File: src/rtl/count_pacer.sv
// count_pacer: debounced run/pause and single-step control of a DIV-cycle tick pacer
// Ports: clk, reset (async, active-high); btn_run/btn_step raw bouncing buttons;
//   tick = one-cycle count-enable pulse; running = 1 in RUN, 0 in PAUSE.
module count_pacer #(
  parameter int DIV        = 50_000_000,
  parameter int DEB_CYCLES = 1_000_000,
  parameter bit START_RUN  = 1'b1
) (
  input  logic clk,
  input  logic reset,
  input  logic btn_run,
  input  logic btn_step,
  output logic tick,
  output logic running
);
  localparam int PW = $clog2(DIV);
  localparam int DW = $clog2(DEB_CYCLES + 1);
  localparam logic [PW-1:0] P_MAX = PW'(DIV - 1);
  localparam logic [DW-1:0] D_MAX = DW'(DEB_CYCLES - 1);
  typedef enum logic {RUN, PAUSE} state_t;
  state_t state, state_n;
  logic [PW-1:0] psc, psc_n;
  logic [1:0] s1, s2, press;
  logic tick_n;
  always_ff @(posedge clk or posedge reset)
    if (reset) begin
      s1 <= '0;
      s2 <= '0;
    end else begin
      s1 <= {btn_step, btn_run};
      s2 <= s1;
    end
  // bit 0 is the run button, bit 1 the step button
  for (genvar b = 0; b < 2; b++) begin : g_deb
    logic [DW-1:0] cnt;
    logic lvl, p, flip;
    assign flip = (s2[b] != lvl) && (cnt == D_MAX);
    assign press[b] = p;
    always_ff @(posedge clk or posedge reset)
      if (reset) begin
        cnt <= '0;
        lvl <= 1'b0;
        p   <= 1'b0;
      end else begin
        cnt <= (s2[b] == lvl || flip) ? '0 : cnt + DW'(1);
        lvl <= flip ? s2[b] : lvl;
        p   <= flip & s2[b];
      end
  end
  always_comb begin
    state_n = state;
    psc_n   = '0;
    tick_n  = 1'b0;
    if (state == RUN) begin
      // terminal count still ticks even when a run press leaves RUN
      tick_n  = psc == P_MAX;
      state_n = press[0] ? PAUSE : RUN;
      psc_n   = (press[0] || psc == P_MAX) ? '0 : psc + PW'(1);
    end else begin
      // run press wins over step; the ~tick guard keeps ticks from abutting
      state_n = press[0] ? RUN : PAUSE;
      tick_n  = press[1] & ~press[0] & ~tick;
    end
  end
  always_ff @(posedge clk or posedge reset)
    if (reset) begin
      state <= START_RUN ? RUN : PAUSE;
      psc   <= '0;
      tick  <= 1'b0;
    end else begin
      state <= state_n;
      psc   <= psc_n;
      tick  <= tick_n;
    end
  assign running = state == RUN;
endmodule
File: config.mk
export PLATFORM = sky130hd
export DESIGN_NAME = count_pacer
export DESIGN_NICKNAME = d
export VERILOG_FILES = /design/src/rtl/count_pacer.sv
export SDC_FILE = /design/constraint.sdc
export NUM_CORES = 1
export LEC_CHECK = 0
export BUFFER_PORTS_ARGS = -buffer_cell sky130_fd_sc_hd__buf_4
export CORE_MARGIN = 2
export CORE_UTILIZATION = 55
export CTS_BUF_LIST = sky130_fd_sc_hd__clkbuf_16
export DETAILED_ROUTE_END_ITERATION = 8
export GPL_ROUTABILITY_DRIVEN = 0
export PLACE_DENSITY = 0.75
export SKIP_CTS_REPAIR_TIMING = 1
export SYNTH_ARGS = -nofsm -noshare
export SYNTH_HDL_FRONTEND = slang
export SYNTH_SLANG_ARGS = --single-unit
File: constraint.sdc
create_clock -name clk -period 6.3 [get_ports clk]
set_clock_uncertainty 0.1 [all_clocks]
set_input_delay 0.63 -clock clk [delete_from_list [all_inputs] [get_ports clk]]
set_output_delay 0.63 -clock clk [all_outputs]
set_load 0.01 [all_outputs]
==> reports/metrics.cfg <==
[sta]
worst_pin_slew_ns=0.9257
finalCritPeriodShare=0.3939
fin_crit_ns=2.481
hold_violations=0
fin_setup_tns_ns=0
clock.fmax_mhz=403.0
setup_viol=0
drv_slew=0
rsz0062_at_grt=false
slew_headroom=0.3828

[logic_synthesis]
async_flop_share=1.000
ys_top_cells_by_area=dfrtp_1 (51%), xor2_1 (5.6%), nor2_1 (4.4%)
yosysMostFrequentCell=dfrtp_1
synth_cell_types=32
ys.warnings.count=0
synth_edf_count=0
synthTopCellsByCount=dfrtp_1 (76), nor2_1 (44), nand3_1 (26), a21oi_1 (24), xor2_1 (24)
syn-num-nets=385
syn_area_per_cell_sq_um=9.861
netlist.area_leader.share=0.5102
synthCells=378
post-synth-top-area-cell=dfrtp_1
ys_seq_elements=76
ys_seq_area_frac=0.5102
synth_area_sq_um=3727
ys.flop_type=dfrtp_1

[job]
drv_cap=0

[drt]
ant_nets=0
drc_errors=0
wl_microns=6948
drtPass1Iterations=4
vias_per_cell=6.051
drtIter0Drc=180
route.detailed.wl_per_inst_microns=14.88
vias=2826

[setup_path]
cp-start-kind=flop
reg2reg_from=psc[11]
r2r-end=psc[20]
cp.arrival_ns=2.55
critical_path.max_fanout=25
end_kind=flop
required_ns=6.37
reg2reg_slack_ns=3.82
crit_type=reg2reg
reg2reg_depth=4

[floorplanning]
placementRows=30
die_y_microns=86.32
die_w_microns=86.32
die-area_sq_um=7451
start_util=0.5579
core_area_sq_um=6681
boundaryPins=6

[pwr]
ir_worst_vdd_mv=0.2664
p_leak_nw=1.676
power.density_nw_per_um2=250.9
total_power_mw=1.035

[cts]
cts_buffers=9
insertion_delay_ns=0.33
path_clk_slew_ns=0.06
cts_buffer_depth=2
cts_tree=built
cts.sinks=76
h-tree-depth=3
cts_root_buf=clkbuf_16

[min_path]
holdPathStages=0
hp-class=reg2reg
hold_end=s2[0]
min_from=s1[0]

[global_route]
antenna_found_initial=0
grt_max_degree=77
grt_pass1_wl_microns=12540
overflow=0
track_usage=0.2109
grt_pass1_vias=2848

[final_layout]
layout-drive-gt1-share=0.09044
area_growth_pct=10.61
final_nets=389
post-route-util=0.6170
antenna_cells=0

[place]
port_buffers=5
dp_hpwl_microns=4513

[run_status]
status=finished clean

-- worst max path at each step --
stage / startpoint / to / slack (ns)
global placement: psc[11] / psc[12] / 3.89
finish: psc[11] / psc[20] / 3.82
detailed placement: psc[11] / psc[3] / 3.82
floorplan: reset / g_deb[0].cnt[0] / 3.63
global route: psc[11] / psc[10] / 3.61
CTS: psc[11] / psc[3] / 3.81
-- per-layer routing --
layer,up-vias,part of all wire,global-route usage
li1,1375,-,-
met1,1391,0.46,0.2710
met2,49,0.49,0.3357
met3,11,0.033,0.05238
met4,0,0.017,0.1009
met5,-,0,0
-- kinds of logic after synthesis --
family | Yosys count | synth area share
xor gates and xnor gates | 39 | 0.09164
muxes | 2 | 0.006042
adders and majority gates | 3 | 0.01007
AOI/OAI and AO/OA | 50 | 0.08459
and+or+nand+nor | 182 | 0.2685
DFF | 76 | 0.5102
buffers and inverters | 26 | 0.02887
-- through the flow --
step	cells	hold slack [ns]	cell area, sq um	worst slack (ns)
6_report	467	0.2472	4123	3.819
4_1_cts	467	0.2487	4123	3.812
3_3_place_gp	451	0.2335	3822	3.887
3_5_place_dp	451	0.2355	3822	3.818
2_1_floorplan	378	0.2312	3727	3.632
5_1_grt	467	0.2701	4123	3.613
-- layout by cell type (no fill, tap or decap), drive strengths merged, types with 15 or more instances in the layout --
master,netlist,final
xnor2,15,15
nand2,22,22
o31ai,15,15
nor2,44,44
a21oi,24,24
dfrtp,76,76
or4,15,15
nand4,18,18
nand3,26,26
xor2,24,24
-- report_power, final --
part	switching [mW]	internal (mW)
registers	0.00422	0.493
logic	0.0170	0.00641
clock network	0.207	0.308
-- worst max-delay path, stage by stage, from the launching register on --
cell	delay (ns)
dfrtp_1	0.43
or4b_2	0.68
nor3_1	0.22
a41o_1	0.78
a21oi_1	0.10
-- state kept, by name, indices dropped and copies added (netlist names) --
signal / cells
s2: 2
psc: 26
g_deb.cnt: 40
g_deb.p: 2
s1: 2
state: 1
g_deb.lvl: 2
tick: 1
-- cell type report --
type | count | area, sq um
clock buffers | 9 | 225.2
clock inverters | 7 | 75.07
fillers | 532 | 2559
inverters | 12 | 45.04
multi-input cells | 276 | 1723
flip-flops and latches | 76 | 1902
well taps | 80 | 100.1
repair buffers | 7 | 52.55
(Power assumes the default switching activity.)
